File: src/rtl/bist_mem_responder.sv
// bist_mem_responder: memory-side responder for the BIST engine.
// Serves single-word read/write requests over a req/ack handshake with a
// configurable read latency. A stuck-at injector corrupts one bit of the
// returned read word so the BIST comparator path can be exercised. The
// injector never modifies the stored contents.

module bist_mem_responder #(
   parameter int data_width = 4,
   parameter int ad_width   = 4,
   parameter int rd_latency = 2,
   localparam int fb_width  = (data_width > 1) ? $clog2(data_width) : 1
) (
   input  logic                  clk,
   input  logic                  rst,
   input  logic                  req,
   input  logic                  we,
   input  logic [ad_width-1:0]   addr,
   input  logic [data_width-1:0] din,
   input  logic                  fault_en,
   input  logic [ad_width-1:0]   fault_addr,
   input  logic [fb_width-1:0]   fault_bit,
   input  logic                  fault_val,
   output logic                  ack,
   output logic                  rvalid,
   output logic [data_width-1:0] rdata,
   output logic                  busy
);

   localparam int depth = 2 ** ad_width;

   typedef enum logic [1:0] {
      IDLE    = 2'd0,
      RD_WAIT = 2'd1,
      RESP    = 2'd2
   } state_t;

   state_t                state_q;
   state_t                state_d;
   logic [2:0]            cnt_q;
   logic [data_width-1:0] mem [depth];
   logic [data_width-1:0] read_word;
   logic [data_width-1:0] hold_q;
   logic                  fault_hit;
   logic                  accept;
   logic                  acc_wr;
   logic                  acc_rd;

   // Only the wait phase of a multi-cycle read blocks new requests; the
   // response cycle itself can already accept the next request.
   assign busy   = (state_q == RD_WAIT);
   assign accept = req && !busy;
   assign acc_wr = accept && we;
   assign acc_rd = accept && !we;

   // An out-of-range bit index leaves the word untouched.
   assign fault_hit = fault_en && (fault_addr == addr) && (int'(fault_bit) < data_width);

   // Word returned for a read accepted this cycle, with the stuck-at bit applied.
   always_comb begin
      read_word = mem[addr];
      if (fault_hit) begin
         read_word[fault_bit] = fault_val;
      end
   end

   // State register.
   always_ff @(posedge clk or negedge rst) begin
      if (!rst) begin
         state_q <= IDLE;
      end else begin
         state_q <= state_d;
      end
   end

   // Next state: IDLE and RESP both accept requests; only reads longer than one cycle wait.
   always_comb begin
      state_d = state_q;
      case (state_q)
         IDLE, RESP: begin
            state_d = IDLE;
            if (acc_rd && (rd_latency > 1)) begin
               state_d = RD_WAIT;
            end
         end
         RD_WAIT: begin
            if (cnt_q == 3'd1) begin
               state_d = RESP;
            end
         end
         default: state_d = IDLE;
      endcase
   end

   // Storage array; cleared by reset, written on an accepted write.
   always_ff @(posedge clk or negedge rst) begin
      if (!rst) begin
         for (int i = 0; i < depth; i++) begin
            mem[i] <= '0;
         end
      end else if (acc_wr) begin
         mem[addr] <= din;
      end
   end

   // Handshake outputs, latency counter and read data capture/return.
   always_ff @(posedge clk or negedge rst) begin
      if (!rst) begin
         ack    <= 1'b0;
         rvalid <= 1'b0;
         rdata  <= '0;
         hold_q <= '0;
         cnt_q  <= '0;
      end else begin
         ack    <= 1'b0;
         rvalid <= 1'b0;
         if (acc_wr) begin
            ack <= 1'b1;
         end
         if (acc_rd) begin
            if (rd_latency == 1) begin
               rdata  <= read_word;
               ack    <= 1'b1;
               rvalid <= 1'b1;
            end else begin
               hold_q <= read_word;
               cnt_q  <= 3'(rd_latency - 1);
            end
         end
         if (state_q == RD_WAIT) begin
            cnt_q <= cnt_q - 3'd1;
            if (cnt_q == 3'd1) begin
               rdata  <= hold_q;
               ack    <= 1'b1;
               rvalid <= 1'b1;
            end
         end
      end
   end

endmodule

File: config.mk
export PLATFORM = sky130hd
export DESIGN_NAME = bist_mem_responder
export DESIGN_NICKNAME = d
export VERILOG_FILES = /design/src/rtl/bist_mem_responder.sv
export SDC_FILE = /design/constraint.sdc
export NUM_CORES = 1
export LEC_CHECK = 0
export CAP_MARGIN = 15
export CORE_ASPECT_RATIO = 0.75
export CORE_MARGIN = 1
export CORE_UTILIZATION = 55
export CTS_BUF_LIST = sky130_fd_sc_hd__clkbuf_8
export DETAILED_ROUTE_END_ITERATION = 6
export MAX_ROUTING_LAYER = met4
export PLACE_DENSITY = 0.75
export SLEW_MARGIN = 20
export SYNTH_ARGS = -nofsm -noshare
export SYNTH_HDL_FRONTEND = slang
export SYNTH_SLANG_ARGS = --single-unit
export TNS_END_PERCENT = 10
File: constraint.sdc
create_clock -name clk -period 1.9 [get_ports clk]
set_input_delay 0.285 -clock clk [delete_from_list [all_inputs] [get_ports clk]]
set_output_delay 0.285 -clock clk [all_outputs]
set_load 0.05 [all_outputs]
After elaboration in Yosys (flattened, before gate mapping)
Index checks and enable logic that the tools add are counted.
{"block": "op_classes", "n_addsub": 1, "order_cmp": 4, "eq_ne": 5, "n_mux": 20, "bitwise": 1, "n_reduce_logical": 12}
{"cell": "bitwise mux 64 bit", "n": 1}
{"cell": "binary-select mux 4 bit (select 4 bit)", "n": 1}
{"cell": "demux 4 bit (select 4 bit)", "n": 1}
{"cell": "2-to-1 mux 4 bit", "n": 4}
{"cell": "2-to-1 mux 1 bit", "n": 7}
{"cell": "logical AND 1 bit", "n": 6}
{"cell": "2-to-1 mux 3 bit", "n": 2}
{"cell": "greater-or-equal comparator 5 bit (second input constant)", "n": 1}
{"cell": "< comparator 5 x 1 -> 1 bit (second input constant)", "n": 1}
{"cell": "NOT 4 -> 5 bit", "n": 1}
{"cell": "bitwise mux 4 bit", "n": 1}
{"cell": "equality test 4 bit", "n": 1}
{"cell": "one-hot mux 2 bit (2 select lines)", "n": 1}
{"cell": "equality test 3 x 1 -> 1 bit (second input constant)", "n": 1}
{"cell": "< comparator 2 x 3 -> 1 bit (second input constant)", "n": 1}
{"cell": "subtractor 3 x 1 -> 3 bit (second input constant)", "n": 1}
{"cell": "demux 1 bit (select 2 bit)", "n": 1}
{"cell": "equality test 2 x 1 -> 1 bit (second input constant)", "n": 1}
{"cell": "equality test 2 bit (second input constant)", "n": 1}
{"cell": "greater-or-equal comparator 2 x 1 -> 1 bit (second input constant)", "n": 1}
{"cell": "zero test 1 bit", "n": 2}
{"cell": "zero test 2 bit", "n": 1}
{"cell": "2-to-1 mux 2 bit", "n": 1}
{"cell": "inequality test 2 x 1 -> 1 bit (second input constant)", "n": 1}
{"cell": "3 further kinds", "n": 3}
{"block": "totals", "regBits": 79, "input_bits": 20, "out_inout_bits": 7, "elab_cells": 65}

Depth between registers and ports, before layout
{"block": "logic_depth", "depth_word": 7, "ltp_mapped": 6, "depth_no_buf": 5}

Least setup slack after synthesis
OpenSTA, ideal clock, no wires.
{"block": "synth_timing", "path_kind": "register to register", "from": "reg state_q[0]", "to": "reg mem[56] (netlist bit)", "setup_time_ps": 125, "t_arrival_ps": 1446, "path_slack_ps": 330, "path_stages_with_launch": 7, "cell_sequence": "dfrtp_1 nand2b_2 inv_2 buf_6 nor4b_4 nand2_1 mux2_2"}
{"block": "synth_between", "elab_chain_cells": 4}
{"item": "start, declared", "line_no": "37", "source": "state_t state_q;"}
{"item": "start signal, assigned", "line_no": "71", "source": "state_q <= state_d;"}
{"item": "equality test 2 x 1 -> 1 bit", "line_no": "50", "source": "assign busy = (state_q == RD_WAIT);"}
{"item": "net busy", "line_no": "26", "source": "output logic busy"}
{"item": "zero test 1 bit", "line_no": "51", "source": "assign accept = req && !busy;"}
{"item": "logical AND 1 bit", "line_no": "51"}
{"item": "logical AND 1 bit", "line_no": "52", "source": "assign acc_wr = accept && we;"}
{"item": "end signal, assigned by index", "line_no": "101", "source": "mem[addr] <= din;"}
{"item": "end, declared", "line_no": "40", "source": "logic [data_width-1:0] mem [depth];"}
The timed path passes the listed nets, and every way through them passes these cells.
A chain may end at the register's enable or synchronous reset.

Worst setup path in the final report
{"block": "layout_timing", "from": "reg rdata[2]", "to": "out rdata[2]"}
{"item": "start, declared", "line_no": "25", "source": "output logic [data_width-1:0] rdata,"}
{"item": "start signal, assigned", "line_no": "121", "source": "rdata <= read_word;"}
{"item": "start signal, assigned", "line_no": "132", "source": "rdata <= hold_q;"}
No word-level cell between the ends.

==> flow_metrics.env <==
export IMPL_ioPinCount=27
export IMPL_grt_pass1_wl_mm=12.4
export IMPL_multiInputGateArea_mm2=0.00169
export IMPL_dp_cells=373
export IMPL_die_h_um=73.5
export IMPL_r2r_start="state_q[0]"
export IMPL_power_share_clock=0.240
export IMPL_cts_sinks=79
export IMPL_clk_latency_ns=0.35
export IMPL_ys_ff_latch=79
export IMPL_p_sw_mw=1.70
export IMPL_powerDensity_mw_per_mm2=1250
export IMPL_drv_slew=0
export IMPL_die_x_um=97.3
export IMPL_drt_total_wl_mm=7.59
export IMPL_cap_violations=0
export IMPL_clockRootBuffer="clkbuf_8"
export IMPL_design_die_area_mm2=0.00715
export IMPL_drt_initial_drc_count=94
export IMPL_regArea_mm2=0.00198
export IMPL_holdCritPathClass="in -> async"
export IMPL_nets=326
export IMPL_slowest_delay_ns=0.82
export IMPL_start_kind="register"
export IMPL_cts_setup_buffers=0
export IMPL_drc=0
export IMPL_crit_buf_inv=1
export IMPL_ant_nets=0
export IMPL_maxSlewHeadroom=0.555
export IMPL_ir_drop_uv=535
export IMPL_timing_rr_end="mem[19]"
export IMPL_preCtsSetupSlack_ns=-0.272
export IMPL_num_fill_cells=486
export IMPL_ys_warnings_count=0
export IMPL_rows=25
export IMPL_holdBufCountCts=1
export IMPL_status="finished clean"
export IMPL_stdcell_count=390
export IMPL_htree_levels=3
export IMPL_fmax_ghz=0.554
export IMPL_cts_resized=0
export IMPL_yosysTopAreaCellShare=0.528
export IMPL_total_power_mw=5.56
export IMPL_hold_viol_final=0
export IMPL_gp_congestion=0.835
export IMPL_final_setup_viol_count=0
export IMPL_cts_tree="done"
export IMPL_first_global_vias=2375
export IMPL_antennaDiodeCount=0
export IMPL_finalCriticalPeriod_ns=1.81
export IMPL_clockBufferDepth=2
export IMPL_power_frac_comb=0.307
export IMPL_ys_types=39
export IMPL_yosys_top_cells_area="dfrtp_1, mux2_2, mux4_2"
export IMPL_dpl_hpwl_mm=5.46
export IMPL_leakagePower_nw=2.01
export IMPL_drt_pass1_iterations=4
export IMPL_grt_overflow=0
export IMPL_internal_power_mw=3.86
export IMPL_worst_path_max_fanout=2
export IMPL_ys_seq_area_frac=0.528
export IMPL_r2r_slack_ns=0.11
export IMPL_rsz0062_at_grt="false"
export IMPL_avgViaCountPerCell=5.85
export IMPL_worstMarginPinSlew_ns=0.666
export IMPL_grt_antenna_before_repair=0
export IMPL_crit_chain="clkdlybuf4s50_1"
export IMPL_pwr_share_seq=0.453
export IMPL_switching_share=0.305
export IMPL_wl_per_cell_um=19.5
export IMPL_cp_top_family="buffers and inverters"
export IMPL_cp_required_ns=1.62
export IMPL_finClkSkew_ns=0.00598
export IMPL_syn_cell_area_mm2=0.00375
export IMPL_layout_commonest_cell="dfrtp_1"
export IMPL_worst_setup_path_end_kind="output port"
export IMPL_postSynthCellCount=261
export IMPL_place_port_buffers=26
export IMPL_dr_total_vias=2282
export IMPL_path_clk_slew_ns=0.08
export IMPL_yosysTopAreaCell="dfrtp_1"
export IMPL_grt_start_max_net_pins=35
export IMPL_coreArea_mm2=0.00644
export IMPL_avgSynthCellArea_um2=14.4
export IMPL_reg2reg_depth=5
export IMPL_area_growth_pct=19.3
export IMPL_finalWorstSetupSlack_ns=0.0938
export IMPL_path_class="reg -> out"
export IMPL_numCtsBuffers=9
export IMPL_final_layout_size_suffix_gt1_frac=0.405
export IMPL_slowest_stage="clkdlybuf4s50_1"
export IMPL_arrival_ns=1.52
export IMPL_fin_hold_ws_ns=0.395
export IMPL_final_cell_mix="dfrtp_1, mux2_2, clkdlybuf4s50_1, nand2_1, mux4_2"
export IMPL_finalCritPeriodShare=0.951
export IMPL_grt_util_all_layers=0.243
export IMPL_syn_nets=283
export IMPL_start_util=0.581
kinds of logic (layout without fill, tap and decap cells):
| kind of cell | Yosys count | count (layout) | synth area share |
|---|---|---|---|
| flip-flops | 79 | 79 | 0.528 |
| adder cells (fa/ha/maj) | 2 | 2 | 0.00668 |
| AND/OR/NAND/NOR | 54 | 54 | 0.0909 |
| XOR/XNOR | 5 | 5 | 0.0117 |
| buffers and inverters | 16 | 64 | 0.0210 |
| multiplexers | 84 | 84 | 0.301 |
| AO/OA/AOI/OAI | 21 | 21 | 0.0414 |
area by class of cell:
| cell class | instances | area share |
|---|---|---|
| clock inverters | 7 | 0.0199 |
| clock buffers | 9 | 0.0277 |
| repair buffers | 45 | 0.106 |
| well taps | 81 | 0.0227 |
| flip-flops and latches | 79 | 0.442 |
| multi-input cells | 166 | 0.378 |
| inverters | 3 | 0.00252 |
worst max path at each step:
stage / start / end / cells after the start
after floorplan: state_q[0] / mem[56] / 6
after global placement: addr[0] / hold_q[0] / 6
after detailed placement: addr[0] / hold_q[0] / 6
after CTS: rdata[2] / rdata[2] / 1
after global routing: addr[0] / hold_q[0] / 6
final: rdata[2] / rdata[2] / 1
Yosys cell counts:
master      n
xor2_1      1
buf_2       3
buf_6       1
nor4b_1     2
nor2_1     11
nand2b_2    1
a21oi_1     2
a31oi_1     3
dfrtp_1    79
and3_1      1
and4_1      1
nor4_4      1
nor2b_1     5
buf_4       2
inv_2       1
nand3_1     1
a211oi_1    3
ha_1        2
and2b_1     3
a41oi_1     1
o21bai_1    1
nand4_1     1
clkbuf_1    7
nand2_1    16
nand4bb_1   1
and2_1      3
inv_1       2
nor4b_4     2
nand2b_1    2
o22ai_1     1
mux4_2     16
mux2_2     68
a22oi_1     2
nor3_1      1
nor4_1      1
a22o_1      7
nor3_2      1
o21ai_0     1
xnor2_1     4
sequential cells by signal, summed over array words and instances (netlist names):
signal   flops
ack          1
cnt_q        3
hold_q       4
mem         64
rdata        4
rvalid       1
state_q      2
routing by layer:
layer	up-vias	part of all wire	global-route usage
li1	1049	-	-
met2	37	0.46	0.353
met1	1185	0.48	0.337
met4	0	0.012	0.0588
met5	-	0	-
met3	11	0.042	0.0771
through the flow:
stage	setup TNS, ns	instance area (um2)	utilization
2_1_floorplan	0	3750	-
3_3_place_gp	-8.35	4250	0.659
3_5_place_dp	-9.14	4250	0.659
4_1_cts	0	4470	0.693
5_1_grt	0	4470	0.693
6_report	0	4470	0.693
power groups by stage:
stage	registers (mW)	logic, mW	clock network, mW
4_1_cts	2.52	1.72	1.37
6_report	2.52	1.71	1.34
3_5_place_dp	2.55	1.71	0
2_1_floorplan	2.66	1.03	0
3_3_place_gp	2.53	1.66	0
5_1_grt	2.58	1.84	1.43
worst register-to-register path, cell delays in order, from the launching register on:
cell,delay [ns]
dfrtp_1,0.39
nand2b_2,0.12
inv_2,0.12
nand4bb_1,0.28
and2b_1,0.39
mux2_2,0.38
No activity file was read; power rests on OpenSTA's default activity.
